==> src/rtl/mem_access_stage.sv <==
// Memory-access pipeline stage: IDLE/BUSY handshake to a data memory, load extension and store lane steering.
// Optional ack watchdog enabled by defining MEM_TIMEOUT_EN.
module mem_access_stage #(
    parameter int unsigned TIMEOUT_CYCLES = 16
) (
    input  logic        clk,
    input  logic        rst,
    input  logic        ex_valid,
    output logic        ex_ready,
    input  logic [31:0] ex_alu_result,
    input  logic [31:0] ex_wdata,
    input  logic        ex_mem_read,
    input  logic        ex_mem_write,
    input  logic [2:0]  ex_funct3,
    input  logic [4:0]  ex_rd,
    input  logic        ex_reg_write,
    output logic        dmem_req,
    output logic        dmem_we,
    output logic [31:0] dmem_addr,
    output logic [3:0]  dmem_be,
    output logic [31:0] dmem_wdata,
    input  logic        dmem_ack,
    input  logic [31:0] dmem_rdata,
    output logic        wb_valid,
    output logic [4:0]  wb_rd,
    output logic        wb_reg_write,
    output logic [31:0] wb_data,
    output logic        misalign_err,
    output logic        bus_err
);

    typedef enum logic {IDLE, BUSY} state_t;

    state_t      state, state_nx;
    logic [2:0]  funct3_q, funct3_nx;
    logic [1:0]  lane_q, lane_nx;

    logic        req_nx, we_nx, wb_valid_nx, wb_rw_nx, mis_nx;
    logic [31:0] addr_nx, wdata_nx, wb_data_nx;
    logic [3:0]  be_nx;
    logic [4:0]  wb_rd_nx;

    logic        is_mem, f3_ok, align_ok;
    logic [3:0]  be_calc;
    logic [31:0] store_rep, shifted, load_ext;

`ifdef MEM_TIMEOUT_EN
    logic [31:0] cnt_q, cnt_nx;
    logic        berr_nx;
`endif

    assign ex_ready = (state == IDLE);
    assign is_mem   = ex_mem_read | ex_mem_write;

    always_comb begin
        f3_ok    = 1'b0;
        align_ok = 1'b0;
        be_calc  = 4'b0000;
        store_rep = ex_wdata;
        if (ex_mem_read)
            f3_ok = (ex_funct3 inside {3'b000, 3'b001, 3'b010, 3'b100, 3'b101});
        else
            f3_ok = (ex_funct3 inside {3'b000, 3'b001, 3'b010});
        case (ex_funct3[1:0])
            2'b00: begin
                align_ok  = 1'b1;
                be_calc   = 4'b0001 << ex_alu_result[1:0];
                store_rep = {4{ex_wdata[7:0]}};
            end
            2'b01: begin
                align_ok  = ~ex_alu_result[0];
                be_calc   = ex_alu_result[1] ? 4'b1100 : 4'b0011;
                store_rep = {2{ex_wdata[15:0]}};
            end
            2'b10: begin
                align_ok  = (ex_alu_result[1:0] == 2'b00);
                be_calc   = 4'b1111;
            end
            default: align_ok = 1'b0;
        endcase
    end

    // Read word is shifted so the addressed byte/half lands in the low lanes before extension.
    always_comb begin
        shifted  = dmem_rdata >> {lane_q, 3'b000};
        load_ext = '0;
        case (funct3_q)
            3'b000:  load_ext = {{24{shifted[7]}}, shifted[7:0]};
            3'b001:  load_ext = {{16{shifted[15]}}, shifted[15:0]};
            3'b010:  load_ext = dmem_rdata;
            3'b100:  load_ext = {24'd0, shifted[7:0]};
            3'b101:  load_ext = {16'd0, shifted[15:0]};
            default: load_ext = '0;
        endcase
    end

    always_comb begin
        state_nx    = state;
        funct3_nx   = funct3_q;
        lane_nx     = lane_q;
        req_nx      = dmem_req;
        we_nx       = dmem_we;
        addr_nx     = dmem_addr;
        be_nx       = dmem_be;
        wdata_nx    = dmem_wdata;
        wb_valid_nx = 1'b0;
        wb_rd_nx    = wb_rd;
        wb_rw_nx    = wb_reg_write;
        wb_data_nx  = wb_data;
        mis_nx      = 1'b0;
`ifdef MEM_TIMEOUT_EN
        cnt_nx      = cnt_q;
        berr_nx     = 1'b0;
`endif
        case (state)
            IDLE: begin
`ifdef MEM_TIMEOUT_EN
                cnt_nx = '0;
`endif
                if (ex_valid) begin
                    wb_rd_nx = ex_rd;
                    if (!is_mem) begin
                        wb_valid_nx = 1'b1;
                        wb_rw_nx    = ex_reg_write;
                        wb_data_nx  = ex_alu_result;
                    end else if (!(f3_ok && align_ok)) begin
                        wb_valid_nx = 1'b1;
                        wb_rw_nx    = 1'b0;
                        wb_data_nx  = '0;
                        mis_nx      = 1'b1;
                    end else begin
                        state_nx  = BUSY;
                        req_nx    = 1'b1;
                        we_nx     = ~ex_mem_read;
                        addr_nx   = {ex_alu_result[31:2], 2'b00};
                        be_nx     = be_calc;
                        wdata_nx  = store_rep;
                        funct3_nx = ex_funct3;
                        lane_nx   = ex_alu_result[1:0];
                        wb_rw_nx  = ex_mem_read & ex_reg_write;
                    end
                end
            end
            BUSY: begin
                if (dmem_ack) begin
                    state_nx    = IDLE;
                    req_nx      = 1'b0;
                    wb_valid_nx = 1'b1;
                    wb_data_nx  = dmem_we ? '0 : load_ext;
                end
`ifdef MEM_TIMEOUT_EN
                else if (cnt_q == TIMEOUT_CYCLES - 1) begin
                    state_nx    = IDLE;
                    req_nx      = 1'b0;
                    wb_valid_nx = 1'b1;
                    wb_rw_nx    = 1'b0;
                    wb_data_nx  = '0;
                    berr_nx     = 1'b1;
                end else begin
                    cnt_nx = cnt_q + 1;
                end
`endif
            end
            default: state_nx = IDLE;
        endcase
    end

    always_ff @(posedge clk or posedge rst) begin
        if (rst) begin
            state        <= IDLE;
            funct3_q     <= '0;
            lane_q       <= '0;
            dmem_req     <= 1'b0;
            dmem_we      <= 1'b0;
            dmem_addr    <= '0;
            dmem_be      <= '0;
            dmem_wdata   <= '0;
            wb_valid     <= 1'b0;
            wb_rd        <= '0;
            wb_reg_write <= 1'b0;
            wb_data      <= '0;
            misalign_err <= 1'b0;
        end else begin
            state        <= state_nx;
            funct3_q     <= funct3_nx;
            lane_q       <= lane_nx;
            dmem_req     <= req_nx;
            dmem_we      <= we_nx;
            dmem_addr    <= addr_nx;
            dmem_be      <= be_nx;
            dmem_wdata   <= wdata_nx;
            wb_valid     <= wb_valid_nx;
            wb_rd        <= wb_rd_nx;
            wb_reg_write <= wb_rw_nx;
            wb_data      <= wb_data_nx;
            misalign_err <= mis_nx;
        end
    end

`ifdef MEM_TIMEOUT_EN
    always_ff @(posedge clk or posedge rst) begin
        if (rst) begin
            cnt_q   <= '0;
            bus_err <= 1'b0;
        end else begin
            cnt_q   <= cnt_nx;
            bus_err <= berr_nx;
        end
    end
`else
    assign bus_err = 1'b0;
`endif

endmodule

==> config.mk <==
export PLATFORM = sky130hd
export DESIGN_NAME = mem_access_stage
export DESIGN_NICKNAME = d
export VERILOG_FILES = /design/src/rtl/mem_access_stage.sv
export SDC_FILE = /design/constraint.sdc
export NUM_CORES = 1
export LEC_CHECK = 0
export CAP_MARGIN = 40
export CORE_UTILIZATION = 35
export CTS_BUF_LIST = sky130_fd_sc_hd__clkbuf_4 sky130_fd_sc_hd__clkbuf_8
export CTS_CLUSTER_SIZE = 30
export DETAILED_ROUTE_END_ITERATION = 16
export PLACE_DENSITY = 0.74
export SKIP_CTS_REPAIR_TIMING = 1
export SYNTH_ARGS = -nofsm -noshare
export SYNTH_HDL_FRONTEND = slang
export SYNTH_SLANG_ARGS = --single-unit
export TNS_END_PERCENT = 1
==> constraint.sdc <==
create_clock -name clk -period 3.75 [get_ports clk]
set_input_delay 0.5625 -clock clk [delete_from_list [all_inputs] [get_ports clk]]
set_output_delay 0.5625 -clock clk [all_outputs]
set_load 0.05 [all_outputs]
==> out/results.md <==
| Metric | Value | Unit |
|---|---|---|
| Maximum number of pins on one net before global-route repair | 65 | - |
| NumNets Final | 809 | - |
| Required time at the endpoint of the critical path | 4.04 | ns |
| Clock tree root driver cell | sky130_fd_sc_hd__clkbuf_8 | - |
| Via count of the first global-routing pass | 5194 | - |
| Crit path max-delay cell type | sky130_fd_sc_hd__dfrtp_1 | - |
| Result of the run | complete, no violations | - |
| Primary flip-flop cell chosen by synthesis mapping | sky130_fd_sc_hd__dfrtp_1 | - |
| Avg WL per Cell | 20.0 | µm |
| Drc violations | 0 | - |
| Max Cap Violations | 0 | - |
| Count of endpoints failing hold in the final timing report | 0 | - |
| Count of mapped cells out of synthesis | 487 | - |
| First-pass iteration count of the detailed router | 5 | - |
| H-Tree Depth | 4 | - |
| Clock tree from TritonCTS | built | - |
| Layout cells sized above 1 | 0.221 | - |
| Power Dens Cells | 668 | nW/µm² |
| Share of synthesized area occupied by flip-flops and latches | 0.471 | - |
| Count of synthesis-stage warnings from yosys | 0 | - |
| CP cell instances | mux4_2 -> nor3b_2 -> buf_4 -> a211oi_1 -> o221ai_1 | - |
| Headroom to the max-slew limit | 0.357 | - |
| FP Rows | 47 | - |
| Worst hold path startpoint | wb_rd[4] | - |
| Gp weighted congestion | 0.937 | - |
| Leak | 3.65 | nW |
| Count of fill cells added during filler insertion | 1436 | - |
| Worst-case clock skew | 0.00832 | ns |
| Critical R2R Launch | lane_q[1] | - |
| Inst Count DP | 899 | - |
| Final setup violating endpoints | 0 | - |
| R2r setup slk | 1.19 | ns |
| Detailed-route vias per instance | 5.31 | - |
| Fin crit share | 0.682 | - |
| Number of cells traversed by the worst hold path | 2 | - |
| Count of buffers from port buffering | 219 | - |
| Num CTS Buffers | 17 | - |
| Core outline area | 16800 | µm² |
| Longest Clk Path Bufs | 2 | - |
| Number of routed nets with antenna violations | 0 | - |
| Async set or reset register ratio after synthesis | 1.00 | - |
| Post-CTS clock slew at the launch and capture registers of the worst setup and hold paths | 0.07 | ns |
| Number of slew-limit violations in the final report | 0 | - |
| Flip-flop and latch count after synthesis | 114 | - |
| Endpoint of the most critical register-to-register path | wb_data[28] | - |
| Final design utilization | 0.524 | - |
| Detailed-placement wirelength estimate | 13400 | µm |
| Area growth from synthesis to layout | 45.0 | % |
| Critical path's top delay family | flip-flops | - |
| Achievable frequency | 391 | MHz |
| Share of the synthesized area in the top cell type | 0.471 | - |
| Slew at the pin with the worst max-slew slack | 0.960 | ns |
| Sum Neg Setup Slack | 0 | ns |
| Num Clock Sinks | 114 | - |
| Type of destination of the critical path | flip-flop | - |
| Initial standard-cell utilization of the core | 0.361 | - |
| Nature of the critical path startpoint | flip-flop | - |
| Vias after detailed routing | 4935 | - |
| Count of different cell masters after synthesis | 45 | - |
| Type of the worst setup path | flip-flop to flip-flop | - |
| Die Ht | 134 | µm |
| Synth area leaders | sky130_fd_sc_hd__dfrtp_1 47%, sky130_fd_sc_hd__mux2_4 16%, sky130_fd_sc_hd__mux2_2 5.0%, sky130_fd_sc_hd__nand2_1 3.7%, sky130_fd_sc_hd__o221ai_1 3.5% | - |
| Count of flip-flops with a built-in enable after synthesis | 0 | - |
| Worst path buffer plus inverter count | 1 | - |
| Number of cells on the worst reg-to-reg path | 5 | - |
| Maximum fanout encountered on the critical timing path | 18 | - |
| Global-route congestion overflow total | 0 | - |
| Largest vdd supply drop | 330 | µV |
| Min-Delay Endpoint | wb_rd[4] | - |
| Arrival time worst endpoint | 2.84 | ns |
| Final critical delay including setup and external delays | 2.56 | ns |
| Die Outline Area | 17800 | µm² |
| Library cell occupying the most area in the post-synthesis netlist | sky130_fd_sc_hd__dfrtp_1 | - |
| First-pass GRT wire length | 28600 | µm |
| Number of ports placed on the die boundary | 223 | - |
| Starting DRC count in detailed routing | 263 | - |
| Global-route usage over all layers | 0.211 | - |
| Antenna violations before repair | 0 | - |
| N_diodes | 0 | - |
| RSZ-0062 raised after global routing | false | - |
| Worst path max stage delay | 0.83 | ns |
| Clock insertion delay at the later pin of the skew report | 0.43 | ns |
| Die width | 134 | µm |
| Cell Area, Synth | 6060 | µm² |
| Finished Layout Cells | 930 | - |
| Kind of path behind the tightest hold check | flip-flop to flip-flop | - |
| Average instance area after synthesis | 12.4 | µm² |
| Wire length reported by the detailed router | 18600 | µm |
-- report_power, final --
| part | switching, mW | internal, mW | leakage (nW) |
|---|---|---|---|
| sequential | 0.252 | 1.55 | 1.41 |
| combinational | 1.69 | 1.14 | 2.03 |
| clock | 0.514 | 0.720 | 0.217 |
-- logic make-up (layout without fill, tap and decap cells) --
group / after synthesis / after routing / share of synthesized area
AOI/OAI and AO/OA: 96 / 96 / 0.121
other: 1 / 3 / 0.000619
muxes: 111 / 111 / 0.259
buffers and inverters: 49 / 270 / 0.0560
and+or+nand+nor: 116 / 116 / 0.0922
DFF: 114 / 114 / 0.471
-- synth_stat cells (all sizes together) (2+ instances only) --
cell type  instances
o21ai             13
nor2b              4
o221ai            24
a21oi              3
a22oi             16
a31oi              9
clkbuf            14
mux4               8
nor2               7
nand2             60
a211oi            16
and3               7
mux2              92
nor3b              4
o21bai             2
dfrtp            114
a311o              7
nand3             25
a21o               2
buf               28
inv                7
mux2i             11
-- final cells by class --
| cell class | count | area [µm²] | share of cell area |
|---|---|---|---|
| clock buffer | 21 | 289 | 0.0329 |
| clock inverter | 10 | 131 | 0.0150 |
| inverter | 7 | 28.8 | 0.00328 |
| multi-input combinational | 326 | 2890 | 0.329 |
| sequential | 114 | 2850 | 0.325 |
| tap | 220 | 275 | 0.0313 |
| timing repair buffer | 232 | 2310 | 0.264 |
-- routing by layer --
layer  up-vias  GRT usage  routed length (µm)
met5         -          0                   0
met1      2409      0.260                7800
met2       259      0.339                8750
li1       2239          -                   -
met3        28     0.0719                1690
met4         0     0.0795                 385
-- worst reg2reg max path, cell delays in order, from the launching register on --
cell and delay, ns:
sky130_fd_sc_hd__dfrtp_1 0.83, sky130_fd_sc_hd__mux4_2 0.63, sky130_fd_sc_hd__nor3b_2 0.17, sky130_fd_sc_hd__buf_4 0.19
sky130_fd_sc_hd__a211oi_1 0.41, sky130_fd_sc_hd__o221ai_1 0.17
-- worst max path at each step --
stage | start | endpoint | slack, ns | depth (start not counted)
detailed placement | ex_alu_result[0] | wb_data[14] | 0.76 | 6
floorplan | rst | dmem_addr[10] | 0.17 | 1
global route | lane_q[1] | wb_data[29] | 1.07 | 5
CTS | lane_q[1] | wb_data[28] | 1.23 | 5
global placement | ex_alu_result[0] | dmem_wdata[31] | 0.83 | 6
finish | lane_q[1] | wb_data[28] | 1.19 | 5
-- layout by cell type, fill, tap and decap left out, types with 16 or more instances in the layout --
master                              n
sky130_fd_sc_hd__clkdlybuf4s50_1  219
sky130_fd_sc_hd__dfrtp_1          114
sky130_fd_sc_hd__mux2_4            65
sky130_fd_sc_hd__nand2_1           60
sky130_fd_sc_hd__mux2_2            27
sky130_fd_sc_hd__nand3_1           25
sky130_fd_sc_hd__o221ai_1          24
sky130_fd_sc_hd__clkbuf_8          21
sky130_fd_sc_hd__a22oi_1           16
sky130_fd_sc_hd__a211oi_1          16
-- registers in the layout, summed over array words and instances, names as in the netlist --
| register | flops |
|---|---|
| dmem_req | 1 |
| wb_rd | 5 |
| state | 1 |
| wb_valid | 1 |
| dmem_be | 4 |
| dmem_wdata | 32 |
| dmem_addr | 30 |
| dmem_we | 1 |
| lane_q | 2 |
| wb_data | 32 |
| misalign_err | 1 |
| wb_reg_write | 1 |
| funct3_q | 3 |
-- metrics by stage --
stage                     total power [mW]  instance area, µm²  setup WS (ns)  hold WS [ns]
after floorplan                       3.66                6060          0.172         0.520
after global placement                4.59                8350          0.832         0.459
after detailed placement              4.64                8360          0.761         0.462
after CTS                             5.91                8780           1.23         0.481
after global routing                  6.11                8780           1.07         0.507
final                                 5.87                8780           1.19         0.481
Note: power is estimated with default switching activity, not from simulation.
